`src/rtl/gps_log_ctrl_pkg.sv`:
```
// Shared types and defaults for the GPS IQ capture sequencer.
package gps_log_ctrl_pkg;

    localparam int unsigned DEPTH_LOG2_DEF = 10;
    localparam int unsigned DECIM_W_DEF    = 4;

    typedef enum logic [2:0] {
        ST_IDLE,
        ST_CLEAR,
        ST_WAIT_TRIG,
        ST_CAPTURE,
        ST_DONE
    } state_e;

    // Code 3 is reserved and behaves like TRIG_IMM.
    typedef enum logic [1:0] {
        TRIG_IMM   = 2'd0,
        TRIG_EPOCH = 2'd1,
        TRIG_EXT   = 2'd2,
        TRIG_RSVD  = 2'd3
    } trig_e;

endpackage

```
`src/rtl/gps_log_ctrl_if.sv`:
```
// Host, sample-tap and logger-port signals of the capture sequencer.
interface gps_log_ctrl_if
    import gps_log_ctrl_pkg::*;
#(
    parameter int unsigned DEPTH_LOG2 = DEPTH_LOG2_DEF,
    parameter int unsigned DECIM_W    = DECIM_W_DEF
);
    logic                  cmd_arm;
    logic                  cmd_abort;
    logic                  cfg_src;
    logic [1:0]            cfg_trig;
    logic [DECIM_W-1:0]    cfg_decim;
    logic [DEPTH_LOG2-1:0] cfg_len;
    logic                  s0_vld;
    logic                  s1_vld;
    logic [15:0]           s0_iq;
    logic [15:0]           s1_iq;
    logic                  epoch;
    logic                  ext_trig;
    logic                  log_rst;
    logic                  log_wr;
    logic [15:0]           log_din;
    logic                  busy;
    logic                  done;
    logic [DEPTH_LOG2:0]   word_cnt;

    modport master (
        output cmd_arm, cmd_abort, cfg_src, cfg_trig, cfg_decim, cfg_len,
               s0_vld, s1_vld, s0_iq, s1_iq, epoch, ext_trig,
        input  log_rst, log_wr, log_din, busy, done, word_cnt
    );

    modport slave (
        input  cmd_arm, cmd_abort, cfg_src, cfg_trig, cfg_decim, cfg_len,
               s0_vld, s1_vld, s0_iq, s1_iq, epoch, ext_trig,
        output log_rst, log_wr, log_din, busy, done, word_cnt
    );
endinterface

```
`src/rtl/sync_edge.sv`:
```
// Two-flop synchroniser for an asynchronous input followed by a rising-edge detector.
module sync_edge (
    input  logic clk,
    input  logic rst_n,
    input  logic d_i,
    output logic rise_o
);
    logic meta_q, sync_q, prev_q;

    always_ff @(posedge clk or negedge rst_n) begin
        if (!rst_n) begin
            meta_q <= 1'b0;
            sync_q <= 1'b0;
            prev_q <= 1'b0;
        end else begin
            meta_q <= d_i;
            sync_q <= meta_q;
            prev_q <= sync_q;
        end
    end

    assign rise_o = sync_q & ~prev_q;
endmodule

```
`src/rtl/gps_log_ctrl.sv`:
```
// Capture sequencer: arm, clear logger pointers, wait for trigger, stream decimated
// samples from the selected IQ tap into the logger until the programmed length.
module gps_log_ctrl
    import gps_log_ctrl_pkg::*;
#(
    parameter int unsigned DEPTH_LOG2 = DEPTH_LOG2_DEF,
    parameter int unsigned DECIM_W    = DECIM_W_DEF
) (
    input  logic         clk,
    input  logic         rst_n,
    gps_log_ctrl_if.slave bus
);
    localparam logic [DEPTH_LOG2:0] WC_MAX = {1'b1, {DEPTH_LOG2{1'b0}}};

    state_e                state_q, state_d;
    logic                  src_q;
    trig_e                 trig_q;
    logic [DECIM_W-1:0]    decim_q, dcnt_q;
    logic [DEPTH_LOG2-1:0] len_q;
    logic [DEPTH_LOG2:0]   word_cnt_q;
    logic                  log_wr_q;
    logic [15:0]           log_din_q;

    logic        ext_rise, trig_hit, arm_ok, abort_ok, full, sel_vld, cap_vld, wr_en;
    logic [15:0] sel_iq;

    sync_edge u_sync (
        .clk    (clk),
        .rst_n  (rst_n),
        .d_i    (bus.ext_trig),
        .rise_o (ext_rise)
    );

    // Abort outranks every other event; full blocks writes so word_cnt cannot overrun.
    always_comb begin
        abort_ok = bus.cmd_abort && (state_q != ST_IDLE);
        arm_ok   = bus.cmd_arm && !abort_ok && (state_q == ST_IDLE || state_q == ST_DONE);
        full     = (word_cnt_q == ({1'b0, len_q} + 1'b1));
        sel_vld  = src_q ? bus.s1_vld : bus.s0_vld;
        sel_iq   = src_q ? bus.s1_iq  : bus.s0_iq;
        cap_vld  = (state_q == ST_CAPTURE) && sel_vld && !full && !abort_ok;
        wr_en    = cap_vld && (dcnt_q == '0);
        case (trig_q)
            TRIG_EPOCH: trig_hit = bus.epoch;
            TRIG_EXT:   trig_hit = ext_rise;
            default:    trig_hit = 1'b1;
        endcase
    end

    always_ff @(posedge clk or negedge rst_n) begin
        if (!rst_n) state_q <= ST_IDLE;
        else        state_q <= state_d;
    end

    always_comb begin
        state_d = state_q;
        if (abort_ok) begin
            state_d = ST_IDLE;
        end else begin
            case (state_q)
                ST_IDLE, ST_DONE: if (arm_ok) state_d = ST_CLEAR;
                ST_CLEAR:         state_d = ST_WAIT_TRIG;
                ST_WAIT_TRIG:     if (trig_hit) state_d = ST_CAPTURE;
                ST_CAPTURE:       if (full) state_d = ST_DONE;
                default:          state_d = ST_IDLE;
            endcase
        end
    end

    always_comb begin
        bus.log_rst  = (state_q == ST_CLEAR);
        bus.busy     = (state_q != ST_IDLE) && (state_q != ST_DONE);
        bus.done     = (state_q == ST_DONE);
        bus.log_wr   = log_wr_q;
        bus.log_din  = log_din_q;
        bus.word_cnt = word_cnt_q;
    end

    always_ff @(posedge clk or negedge rst_n) begin
        if (!rst_n) begin
            src_q      <= 1'b0;
            trig_q     <= TRIG_IMM;
            decim_q    <= '0;
            len_q      <= '0;
            dcnt_q     <= '0;
            word_cnt_q <= '0;
            log_wr_q   <= 1'b0;
            log_din_q  <= '0;
        end else begin
            log_wr_q <= wr_en;
            if (arm_ok) begin
                src_q      <= bus.cfg_src;
                trig_q     <= trig_e'(bus.cfg_trig);
                decim_q    <= bus.cfg_decim;
                len_q      <= bus.cfg_len;
                word_cnt_q <= '0;
            end else if (wr_en && word_cnt_q != WC_MAX) begin
                word_cnt_q <= word_cnt_q + 1'b1;
            end
            if (wr_en) log_din_q <= sel_iq;
            if (state_q == ST_WAIT_TRIG && trig_hit && !abort_ok) begin
                dcnt_q <= '0;
            end else if (cap_vld) begin
                dcnt_q <= (dcnt_q == '0) ? decim_q : dcnt_q - 1'b1;
            end
        end
    end
endmodule

```
`src/flat_wrapper.sv`:
```
// flat-port wrapper written by rule: the top's interface ports become plain ports
module gps_log_ctrl_flat import gps_log_ctrl_pkg::*;
#(
    parameter int unsigned DEPTH_LOG2 = DEPTH_LOG2_DEF,
    parameter int unsigned DECIM_W    = DECIM_W_DEF
)
  (clk, rst_n, bus_cmd_arm, bus_cmd_abort, bus_cfg_src, bus_cfg_trig, bus_cfg_decim, bus_cfg_len, bus_s0_vld, bus_s1_vld, bus_s0_iq, bus_s1_iq, bus_epoch, bus_ext_trig, bus_log_rst, bus_log_wr, bus_log_din, bus_busy, bus_done, bus_word_cnt);
  gps_log_ctrl_if #(.DEPTH_LOG2(DEPTH_LOG2), .DECIM_W(DECIM_W)) bus_i ();
  input  logic clk;
  input  logic rst_n;
  input wire logic [$bits(bus_i.cmd_arm)-1:0] bus_cmd_arm;
  input wire logic [$bits(bus_i.cmd_abort)-1:0] bus_cmd_abort;
  input wire logic [$bits(bus_i.cfg_src)-1:0] bus_cfg_src;
  input wire logic [$bits(bus_i.cfg_trig)-1:0] bus_cfg_trig;
  input wire logic [$bits(bus_i.cfg_decim)-1:0] bus_cfg_decim;
  input wire logic [$bits(bus_i.cfg_len)-1:0] bus_cfg_len;
  input wire logic [$bits(bus_i.s0_vld)-1:0] bus_s0_vld;
  input wire logic [$bits(bus_i.s1_vld)-1:0] bus_s1_vld;
  input wire logic [$bits(bus_i.s0_iq)-1:0] bus_s0_iq;
  input wire logic [$bits(bus_i.s1_iq)-1:0] bus_s1_iq;
  input wire logic [$bits(bus_i.epoch)-1:0] bus_epoch;
  input wire logic [$bits(bus_i.ext_trig)-1:0] bus_ext_trig;
  output wire logic [$bits(bus_i.log_rst)-1:0] bus_log_rst;
  output wire logic [$bits(bus_i.log_wr)-1:0] bus_log_wr;
  output wire logic [$bits(bus_i.log_din)-1:0] bus_log_din;
  output wire logic [$bits(bus_i.busy)-1:0] bus_busy;
  output wire logic [$bits(bus_i.done)-1:0] bus_done;
  output wire logic [$bits(bus_i.word_cnt)-1:0] bus_word_cnt;
  assign bus_i.cmd_arm = bus_cmd_arm;
  assign bus_i.cmd_abort = bus_cmd_abort;
  assign bus_i.cfg_src = bus_cfg_src;
  assign bus_i.cfg_trig = bus_cfg_trig;
  assign bus_i.cfg_decim = bus_cfg_decim;
  assign bus_i.cfg_len = bus_cfg_len;
  assign bus_i.s0_vld = bus_s0_vld;
  assign bus_i.s1_vld = bus_s1_vld;
  assign bus_i.s0_iq = bus_s0_iq;
  assign bus_i.s1_iq = bus_s1_iq;
  assign bus_i.epoch = bus_epoch;
  assign bus_i.ext_trig = bus_ext_trig;
  assign bus_log_rst = bus_i.log_rst;
  assign bus_log_wr = bus_i.log_wr;
  assign bus_log_din = bus_i.log_din;
  assign bus_busy = bus_i.busy;
  assign bus_done = bus_i.done;
  assign bus_word_cnt = bus_i.word_cnt;
  gps_log_ctrl #(.DEPTH_LOG2(DEPTH_LOG2), .DECIM_W(DECIM_W)) u_core (.clk(clk), .rst_n(rst_n), .bus(bus_i));
endmodule
```
`config.mk`:
```
export PLATFORM = sky130hd
export DESIGN_NAME = gps_log_ctrl_flat
export DESIGN_NICKNAME = d
export VERILOG_FILES = /design/src/rtl/gps_log_ctrl_pkg.sv /design/src/rtl/gps_log_ctrl_if.sv /design/src/rtl/sync_edge.sv /design/src/rtl/gps_log_ctrl.sv /design/src/flat_wrapper.sv
export SDC_FILE = /design/constraint.sdc
export NUM_CORES = 1
export LEC_CHECK = 0
export BUFFER_PORTS_ARGS = -buffer_cell sky130_fd_sc_hd__clkbuf_2
export CAP_MARGIN = 10
export CORE_MARGIN = 1.5
export CORE_UTILIZATION = 35
export CTS_CLUSTER_SIZE = 14
export DETAILED_ROUTE_END_ITERATION = 8
export GPL_ROUTABILITY_DRIVEN = 0
export HOLD_SLACK_MARGIN = 0.06
export PLACE_DENSITY = 0.71
export SLEW_MARGIN = 15
export SYNTH_ARGS = -nofsm -noshare
export SYNTH_HDL_FRONTEND = slang
export SYNTH_SLANG_ARGS = --single-unit
```
`constraint.sdc`:
```
create_clock -name clk -period 2.7 [get_ports clk]
set_clock_uncertainty 0.2 [all_clocks]
set_input_delay 0.27 -clock clk [delete_from_list [all_inputs] [get_ports clk]]
set_output_delay 0.27 -clock clk [all_outputs]
set_load 0.03 [all_outputs]
```
## Word-level counts from Yosys, hierarchy flattened

Index checks and enable logic that the tools add are counted.
Widths: inputs -> output; s select.

| word-level totals | value |
|---|---|
| flip-flop bits (word level) | 55 |
| output and inout port bits | 31 |

| operators by class | value |
|---|---|
| reductions and logical operators | 21 |
| bitwise gates (word level) | 2 |
| multiplexer cells | 13 |
| $add $sub $neg | 3 |
| equal/unequal tests | 12 |

Operators with widths:

| cell | count |
|---|---|
| $mux 11 | 2 |
| $mux 16 | 1 |
| $mux 3 | 4 |
| $mux 4 | 3 |
| $pmux 3 s4 | 1 |
| $add 10x1->11 const B | 1 |
| $add 11x1->11 const B | 1 |
| $eq 11x11->1 | 1 |
| $logic_and 1x1->1 | 11 |
| $ne 11x11->1 const B | 1 |
| $ne 3x1->1 const B | 3 |
| $eq 3x2->1 const B | 2 |
| $logic_not 4->1 | 1 |
| $reduce_bool 2->1 | 2 |
| $sub 4x1->4 const B | 1 |
| $eq 3x1->1 const B | 1 |
| $eq 3x3->1 const B | 1 |
| $logic_not 3->1 | 1 |
| $ne 3x3->1 const B | 1 |
| $reduce_and 3->1 | 1 |
| $reduce_bool 3->1 | 1 |
| $eq 2x1->1 const B | 1 |
| $eq 2x2->1 const B | 1 |
| $logic_not 1->1 | 2 |
| 6 further kinds | 6 |

## Longest topological paths before layout

Gate-level depths: netlist of the first run.

| logic depth | value |
|---|---|
| depth in word-level cells | 9 |
| mapped depth | 10 |
| depth with buffers taken out | 8 |

## Cells and area by module

Synthesis of the first run repeated with hierarchy kept, for this count alone.

| unflattened totals | value |
|---|---|
| cell total of the unflattened synthesis | 315 |
| area total of the unflattened synthesis | 3045.4 µm² |

By module, submodules not included:

| module | cells an instance | instances | area each (µm²) |
|---|---|---|---|
| gps_log_ctrl | 311 | 1 | 2956.6 |
| sync_edge | 4 | 1 | 88.8 |

## Least setup slack after synthesis of the first run

Ideal clock, no wire load.

| timing | value |
|---|---|
| path type | register to register |
| start point | reg u_core.word_cnt_q[7] (netlist: u_core.bus.word_cnt[7]) |
| end point | reg u_core.log_din_q[12] (netlist: u_core.bus.log_din[12]) |
| data arrival time | 2.442 ns |
| clock period less this slack | 2.768 ns |
| setup time | 0.126 ns |
| required time | 2.374 ns |
| stages on the path, launching flop included | 10 |
| path buffers | 3 |
| path slack | -0.068 ns |
| cell sequence | dfrtp_1 clkbuf_1 nand3b_1 or4_1 and4_1 or4_4 o211ai_4 buf_6 buf_6 o21ai_0 |

| between the ends | value |
|---|---|
| longest elaborated chain between the ends | 5 |

Ends and longest elaborated chain:

| what | RTL line | text |
|---|---|---|
| start, declared | gps_log_ctrl.sv:20 | `logic [DEPTH_LOG2:0] word_cnt_q;` |
| start signal, assigned | gps_log_ctrl.sv:98 | `word_cnt_q <= word_cnt_q + 1'b1;` |
| $eq 11x11->1 | gps_log_ctrl.sv:38 | `full = (word_cnt_q == ({1'b0, len_q} + 1'b1));` |
| $logic_not 1->1 | gps_log_ctrl.sv:41 | `cap_vld = (state_q == ST_CAPTURE) && sel_vld && !full && !abort_ok;` |
| $logic_and 1x1->1 (2 in a row) | gps_log_ctrl.sv:41 |  |
| $logic_and 1x1->1 | gps_log_ctrl.sv:42 | `wr_en = cap_vld && (dcnt_q == '0);` |
| end signal, assigned | gps_log_ctrl.sv:100 | `if (wr_en) log_din_q <= sel_iq;` |
| end, declared | gps_log_ctrl.sv:22 | `logic [15:0] log_din_q;` |

No other way between the ends.
A chain may end at the register's enable or synchronous reset.

## Final worst setup path of the first run

| timing | value |
|---|---|
| start point | reg u_core.len_q[2] |
| end point | reg u_core.log_din_q[4] (netlist: u_core.bus.log_din[4]) |

| between the ends | value |
|---|---|
| longest elaborated chain between the ends | 6 |

Ends and longest elaborated chain:

| what | RTL line | text |
|---|---|---|
| start, declared | gps_log_ctrl.sv:19 | `logic [DEPTH_LOG2-1:0] len_q;` |
| start signal, assigned | gps_log_ctrl.sv:95 | `len_q <= bus.cfg_len;` |
| $add 10x1->11 | gps_log_ctrl.sv:38 |  |
| $eq 11x11->1 | gps_log_ctrl.sv:38 |  |
| $logic_not 1->1 | gps_log_ctrl.sv:41 |  |
| $logic_and 1x1->1 (2 in a row) | gps_log_ctrl.sv:41 |  |
| $logic_and 1x1->1 | gps_log_ctrl.sv:42 |  |

No other way between the ends.

==> impl_metrics.ini, run 1 <==
[synthesis]
synth_fp_nets = 395
synth_area_sq_mm = 0.00301
ys_warn_count = 0
synth_edf_count = 0
synth_cells = 332
ys_types = 48
syn_area_per_cell_sq_um = 9.06
ys_seq_elements = 55
synth_seq_area_share_pct = 45.8
async_reset_ff_share_pct = 100
synth-main-ff-cell = dfrtp_1

[drt]
drcViolationCount = 0
via_per_inst = 5.13
vias = 3091
first_pass_iters = 4
wirelength_um = 9260
wl_per_cell_um = 15.4
ant_nets = 0
drtIter0Drc = 117

[global_route]
antenna_found_initial = 0
grt_overflow = 0
grt_pass1_vias = 2956
grt_pass1_wl_um = 13500
grt_usage_pct = 19.2
grt_max_degree = 32

[worst_setup_path]
endpoint_kind = register
r2r_start = u_core.len_q[2]
crit_fanout = 6
crit_type = register to register
arrival_ps = 2800
start_kind = register
startpoint = u_core.len_q[2]
crit_required_ps = 2740
rr_worst_depth = 10

[hold_path]
hold_start = bus_s0_iq[15]
hold_path_class = primary input to register
hold_depth = 3

[finish]
synthToLayoutAreaGrowth_pct = 54.7
fillers = 737
layout-drive-gt1-share_pct = 36.6
post-route-util_pct = 56.3
fin_area_sq_mm = 0.00465
num-nets-final = 559
final_cell_mix = clkbuf_2, nand2_1, dfrtp_1
n_antenna_cell = 0
final_common_cell = clkbuf_2

[power_and_ir_drop]
pwr_density_cell_mw_per_mm2 = 819
p_leak_nw = 2.30
peakVddDrop_v = 0.000288

[floorplan]
die_width_um = 95.7
die_h_um = 95.7
io-pin-count = 88
dieArea_sq_mm = 0.00916
rows = 33
start_util_pct = 36.4
coreArea_sq_mm = 0.00826

[placement]
portBuffers = 87
dp_hpwl_um = 5580
place_area_sq_mm = 0.00369

[clock_tree]
cts_tree = done
cts.sinks = 55
cts-htree-levels = 2
cts_buffers = 5
insertion_delay_ps = 320
ctsRootBufferMaster = clkbuf_8
clk_pin_slew_ps = 110
cts_buffer_depth = 2

[outcome]
status = finished with violations
violations = negative setup slack

[sta]
slew_headroom_pct = 55.6
tightest_slew_ps = 666
fin_setup_tns_ps = -420
setup_viol = 15
whs_ps = 45.5
finalCritPeriodShare_pct = 102
slew_viol_final = 0
setup_ws_ps = -61.8
period_minus_slack_ps = 2760
rsz0062_at_grt = yes
hold_viol = 0
fmax_mhz = 362

[flow_run]
drv_cap = 0
-- cells in the mapped netlist, drive strengths merged, types with 4 or more instances --
library cell	count	area (sq um)
o211ai	4	43.8
and3	6	37.5
nand3	10	50.1
xnor2	6	52.6
or4	8	63.8
dfrtp	55	1380
nand2	78	293
inv	14	52.6
nor3	6	30.0
nor2	13	48.8
buf	4	38.8
a21oi	13	65.1
mux2i	20	200
clkbuf	11	42.5
o21ai	26	145
ha	6	75.1
-- report_power, final --
part	switching, mW	leakage, nW	total (mW)	internal, mW
Combinational	1.12	1.54	1.98	0.861
Sequential	0.255	0.715	1.35	1.09
Clock	0.292	0.0443	0.478	0.186
Total	1.67	2.30	3.81	2.14
-- flip-flops by register name, indices dropped and copies added, names as in the netlist --
| name | cells |
|---|---|
| u_core.bus.log_din | 16 |
| u_core.u_sync.prev_q | 1 |
| u_core.u_sync.sync_q | 1 |
| u_core.trig_q | 2 |
| u_core.decim_q | 4 |
| u_core.src_q | 1 |
| u_core.state_q | 3 |
| u_core.bus.word_cnt | 11 |
| u_core.u_sync.meta_q | 1 |
| u_core.dcnt_q | 4 |
| u_core.len_q | 10 |
| u_core.bus.log_wr | 1 |
-- layer usage --
metal	wire (um)	track usage, %	vias up
met4	377	7.60	0
li1	-	-	1496
met3	349	3.19	30
met1	3740	23.3	1477
met2	4800	33.6	88
met5	0	0	-
-- critical path: stages (launching register included) --
cell	delay (ps)
dfrtp_1	420
nand4_1	140
or4_1	540
and4_4	170
or4_4	440
o211ai_4	220
buf_12	160
buf_12	110
clkbuf_16	150
nand2_2	50
o21ai_1	70
-- stage by stage --
stage / setup slack (ps) / power (mW) / std cells
floorplan: 8.01 / 2.42 / 332
global placement: 21.5 / 2.87 / 532
detailed placement: -59.8 / 2.93 / 532
CTS: -56.1 / 3.52 / 581
global route: -173 / 4.10 / 602
finish: -61.8 / 3.81 / 602
-- layout make-up --
cell class,instances,area [sq um],area share [%]
sequential,55,1380,29.6
inverter,14,52.6,1.13
clock inverter,3,25.0,0.538
multi-input combinational,248,1660,35.6
clock buffer,5,68.8,1.48
timing repair buffer,172,1340,28.8
tap,105,131,2.82
-- worst paths after layout --
kind / slack (ps) / endpoint
max: -60 / u_core.bus.log_din[4]
min: 50 / u_core.bus.log_din[15]
max reg2reg: -60 / u_core.bus.log_din[4]
min reg2reg: 180 / u_core.u_sync.sync_q
max in group asynchronous: 1380 / u_core.bus.word_cnt[9]
min in group asynchronous: 310 / u_core.src_q
-- what timing repair did --
| action | 4_1_cts | 5_1_grt |
|---|---|---|
| endpoints found under the hold margin | 53 | 4 |
| endpoints found under the setup margin | 6 | 27 |
| gates resized for setup | 1 | 58 |
| hold buffers | 39 | 8 |
| buffers inserted | 1 | 9 |
| gates cloned | 1 | 4 |
| pin swaps | 1 | 12 |
-- logic make-up (layout without fill, tap and decap cells) --
family | count (synthesis) | after routing | share of synthesized area, %
multiplexers | 20 | 20 | 6.66
buffers and inverters | 29 | 194 | 4.45
adder cells (fa/ha/maj) | 6 | 6 | 2.50
AND/OR/NAND/NOR | 153 | 153 | 25.0
flip-flops | 55 | 55 | 45.8
XOR/XNOR | 9 | 9 | 2.62
AO/OA/AOI/OAI | 60 | 60 | 13.0
Power figures use the tool's default switching activity.
==> run 2: changes to the inputs <==
SETUP_SLACK_MARGIN = 0.15   (was unset)
==> impl_metrics.ini, run 2 (synthesis results as in run 1) <==
[outcome]
status = finished with violations
violations = negative setup slack

[clock_tree]
cts_tree = done
ctsRootBufferMaster = clkbuf_8
cts_buffers = 5
cts.sinks = 55
insertion_delay_ps = 310
clk_pin_slew_ps = 110
cts_buffer_depth = 2
cts-htree-levels = 2

[placement]
dp.cells = 535
pre_cts_ws_ps = -20.5
place_area_sq_mm = 0.00370
dp_hpwl_um = 5690
portBuffers = 87

[finish]
largest_reg_flops = 16
fin_area_sq_mm = 0.00462
final_common_cell = clkbuf_2
synthToLayoutAreaGrowth_pct = 53.6
n_antenna_cell = 0
num-nets-final = 565
post-route-util_pct = 55.9
layout-drive-gt1-share_pct = 35.2
final_cells = 608
final_cell_mix = clkbuf_2, nand2_1, dfrtp_1

[sta]
slew_viol_final = 0
period_minus_slack_ps = 2750
finalCritPeriodShare_pct = 102
setup_ws_ps = -46.2
whs_ps = 55.8
setup_viol = 1
fin_setup_tns_ps = -46.2
fmax_mhz = 364
rsz0062_at_grt = yes
slew_headroom_pct = 53.8
hold_viol = 0
tightest_slew_ps = 693

[global_route]
grt_usage_pct = 19.9
grt_max_degree = 34
grt_overflow = 0
antenna_found_initial = 0
grt_pass1_vias = 3040
grt_pass1_wl_um = 14100

[drt]
drtIter0Drc = 351
wirelength_um = 9520
first_pass_iters = 4
ant_nets = 0
wl_per_cell_um = 15.6
vias = 3156
via_per_inst = 5.19
drcViolationCount = 0

[worst_setup_path]
cp_cell_sequence = nand4_1 -> or4_1 -> and4_4 -> or4_4 -> o211ai_4 -> buf_12 -> clkbuf_16 -> nand2_1 -> o21ai_1
crit_type = register to register
cp_slowest_stage_delay_ps = 560
endpoint_kind = register
crit_fanout = 16
worst_path_max_delay_cell = or4_1
crit_family = simple AND/OR/NAND/NOR gates
start_kind = register
rrSetupSlack_ps = -50
crit_required_ps = 2730
timing.critical_path.buf_inv = 2
arrival_ps = 2780

[floorplan]
coreArea_sq_mm = 0.00826
start_util_pct = 36.4
die_width_um = 95.7
die_h_um = 95.7
rows = 33
dieArea_sq_mm = 0.00916
io-pin-count = 88

[power_and_ir_drop]
p_leak_nw = 2.30
peakVddDrop_v = 0.000521
pwr_density_cell_mw_per_mm2 = 831
finalPower_mw = 3.84

[hold_path]
hold_path_class = primary input to register

[flow_run]
drv_cap = 0
run 2: routing by layer:
layer	part of all wire (%)	GRT usage, %
met1	40	24.3
met2	52	34.6
met3	4.8	2.87
met4	2.8	8.70
met5	0	0
run 2: power breakdown:
group	switching, mW	leakage, nW	internal (mW)
Clock	0.285	0.0485	0.187
Sequential	0.244	0.713	1.10
Combinational	1.13	1.54	0.895
Total	1.66	2.30	2.18
run 2: final cells by class:
class | instances | area [sq um]
Tap cell | 105 | 131
Clock buffer | 5 | 68.8
Fill cell | 705 | 3640
Multi-Input combinational cell | 249 | 1640
Clock inverter | 3 | 22.5
Inverter | 14 | 52.6
Timing Repair Buffer | 177 | 1320
Sequential cell | 55 | 1380
run 2: worst register-to-register path: stages (launching register included):
cell and delay [ps]:
dfrtp_1 400, nand4_1 140, or4_1 560, and4_4 170, or4_4 460, o211ai_4 200, buf_12 170, clkbuf_16 190
nand2_1 80, o21ai_1 110
run 2: path summary, 6_finish.rpt:
| kind | from | endpoint | cells after the start |
|---|---|---|---|
| min in group asynchronous | rst_n | u_core.bus.log_din[1] | 2 |
| hold reg to reg | u_core.u_sync.meta_q | u_core.u_sync.sync_q | 0 |
| setup reg to reg | u_core.len_q[3] | u_core.bus.log_din[14] | 9 |
| max in group asynchronous | rst_n | u_core.bus.log_din[2] | 3 |
| hold / removal | bus_s0_iq[8] | u_core.bus.log_din[8] | 3 |
| setup / recovery | u_core.len_q[3] | u_core.bus.log_din[14] | 9 |
run 2: timing repair:
item / CTS / global route
setup buffers: 6 / 7
hold buffers: 47 / 1
resized for setup: 9 / 29
setup endpoints to repair: 31 / 35
gates cloned: 1 / 3
pin swaps: 8 / 13
endpoints found under the hold margin: 56 / 1
==> run 3: changes to the inputs <==
ABC_AREA = 1   (was unset)
PLACE_DENSITY = 0.7   (was 0.71)
==> impl_metrics.ini, run 3 <==
[finish]
num-nets-final = 610
final_common_cell = nand2_1
synthToLayoutAreaGrowth_pct = 29.0
final_cell_mix = nand2_1, clkbuf_2, dfrtp_1
n_antenna_cell = 0
largest_reg_flops = 16
layout-drive-gt1-share_pct = 25.4

[sta]
period_minus_slack_ps = 2360
fmax_mhz = 423
setup_viol = 0
tightest_slew_ps = 710
fin_setup_tns_ps = 0
whs_ps = 67.4
finalCritPeriodShare_pct = 87.6
hold_viol = 0
slew_headroom_pct = 52.7
slew_viol_final = 0
rsz0062_at_grt = no

[floorplan]
coreArea_sq_mm = 0.00911
dieArea_sq_mm = 0.00989
die_h_um = 99.4
rows = 35
start_util_pct = 35.7
die_width_um = 99.4
io-pin-count = 88

[drt]
drtIter0Drc = 168
via_per_inst = 4.87
drcViolationCount = 0
first_pass_iters = 4
wirelength_um = 8380
wl_per_cell_um = 12.7
vias = 3211
ant_nets = 0

[synthesis]
ys_warn_count = 0
synth_area_sq_mm = 0.00325
ys_types = 34
synth_fp_nets = 500
async_reset_ff_share_pct = 100
synth_cells = 437
yosysTopAreaCell = dfrtp_1
yosysMostFrequentCell = nand2_1
yosys.area.top_type_share_pct = 42.3
synthTopCellsByArea = dfrtp_1, nand2_1, o21ai_0, mux2_2, inv_1
synth_edf_count = 0
syn_area_per_cell_sq_um = 7.45
ys_seq_elements = 55
synth-main-ff-cell = dfrtp_1
synth_common_cells = nand2_1, dfrtp_1, inv_1, o21ai_0, nand3_1
synth_seq_area_share_pct = 42.3

[clock_tree]
cts_tree = done
cts_buffers = 5
clk_pin_slew_ps = 110
cts.sinks = 55
insertion_delay_ps = 330
ctsRootBufferMaster = clkbuf_8
cts_buffer_depth = 2
cts-htree-levels = 2

[worst_setup_path]
endpoint_kind = register
start_kind = register
cp_slowest_stage_delay_ps = 440
crit_required_ps = 2760
cp_cell_sequence = nor4_1 -> inv_1 -> nor2_1 -> nand2_8 -> buf_12 -> nor2_8 -> nand3_1 -> nand2_1
arrival_ps = 2420
crit_fanout = 18
worst_path_max_delay_cell = dfrtp_1
crit_type = register to register

[global_route]
antenna_found_initial = 0
grt_pass1_wl_um = 13900
grt_usage_pct = 17.3
grt_max_degree = 56
grt_overflow = 0
grt_pass1_vias = 3026

[power_and_ir_drop]
pwr_density_cell_mw_per_mm2 = 1050
peakVddDrop_v = 0.000452
p_leak_nw = 2.19

[hold_path]
hold_path_class = primary input to register

[placement]
portBuffers = 87
dp_hpwl_um = 6120

[flow_run]
drv_cap = 0

[outcome]
status = finished clean
run 3: worst paths after layout:
path / startpoint / endpoint / slack (ps) / cells after the start
setup / recovery: u_core.state_q[2] / u_core.bus.word_cnt[1] / 340 / 8
hold / removal: bus_s1_iq[1] / u_core.bus.log_din[1] / 70 / 4
setup reg to reg: u_core.state_q[2] / u_core.bus.word_cnt[1] / 340 / 8
hold reg to reg: u_core.u_sync.meta_q / u_core.u_sync.sync_q / 160 / 0
max in group asynchronous: rst_n / u_core.len_q[5] / 1420 / 3
min in group asynchronous: rst_n / u_core.len_q[3] / 380 / 3
run 3: layout make-up:
class / count / area, sq um
sequential: 55 / 1380
multi-input combinational: 321 / 1660
inverter: 47 / 180
tap: 111 / 139
timing repair buffer: 117 / 723
fill: 922 / 4910
clock inverter: 3 / 50.0
clock buffer: 5 / 68.8
run 3: cells by family (layout without fill, tap and decap cells):
family / Yosys count / count (layout) / share of synthesized area, %
DFF: 55 / 55 / 42.3
and+or+nand+nor: 241 / 241 / 32.3
adders and majority gates: 6 / 6 / 2.31
muxes: 17 / 17 / 5.84
xor gates and xnor gates: 5 / 5 / 1.35
buffers and inverters: 61 / 172 / 7.73
AOI/OAI and AO/OA: 52 / 52 / 8.19
run 3: per-layer routing:
metal	vias up	global-route usage, %	share of wire (%)
li1	1612	-	-
met1	1501	23.2	47
met2	90	29.2	47
met3	8	3.58	5.2
met4	0	2.82	0.70
met5	-	0	0
run 3: where the power goes:
group | internal, mW | total [mW] | switching [mW] | leakage [nW]
Combinational | 0.787 | 2.30 | 1.51 | 1.41
Clock | 0.287 | 0.600 | 0.313 | 0.0607
Sequential | 1.13 | 1.49 | 0.357 | 0.718
Total | 2.21 | 4.39 | 2.18 | 2.19
run 3: through the flow:
step | std cells | total power, mW | instance area [sq um] | setup slack, ps | util (%)
after detailed placement | 628 | 3.69 | 3810 | 319 | 41.8
final | 659 | 4.39 | 4200 | 336 | 46.1
after global placement | 628 | 3.63 | 3810 | 411 | 41.8
after CTS | 656 | 4.32 | 4130 | 290 | 45.3
after floorplan | 437 | 3.06 | 3250 | 638 | -
after global routing | 659 | 4.77 | 4200 | 173 | 46.1
run 3: what timing repair did:
item	4_1_cts	5_1_grt
endpoints found under the hold margin	74	0
buffers inserted	0	3
hold buffers	20	0
endpoints found under the setup margin	0	31
gates resized for setup	0	7
run 3: worst max-delay path: cells and delay by family (launching register included):
family | cells | cell delay, ps
flops | 1 | 440
buf+inv | 2 | 310
simple gates | 6 | 1350
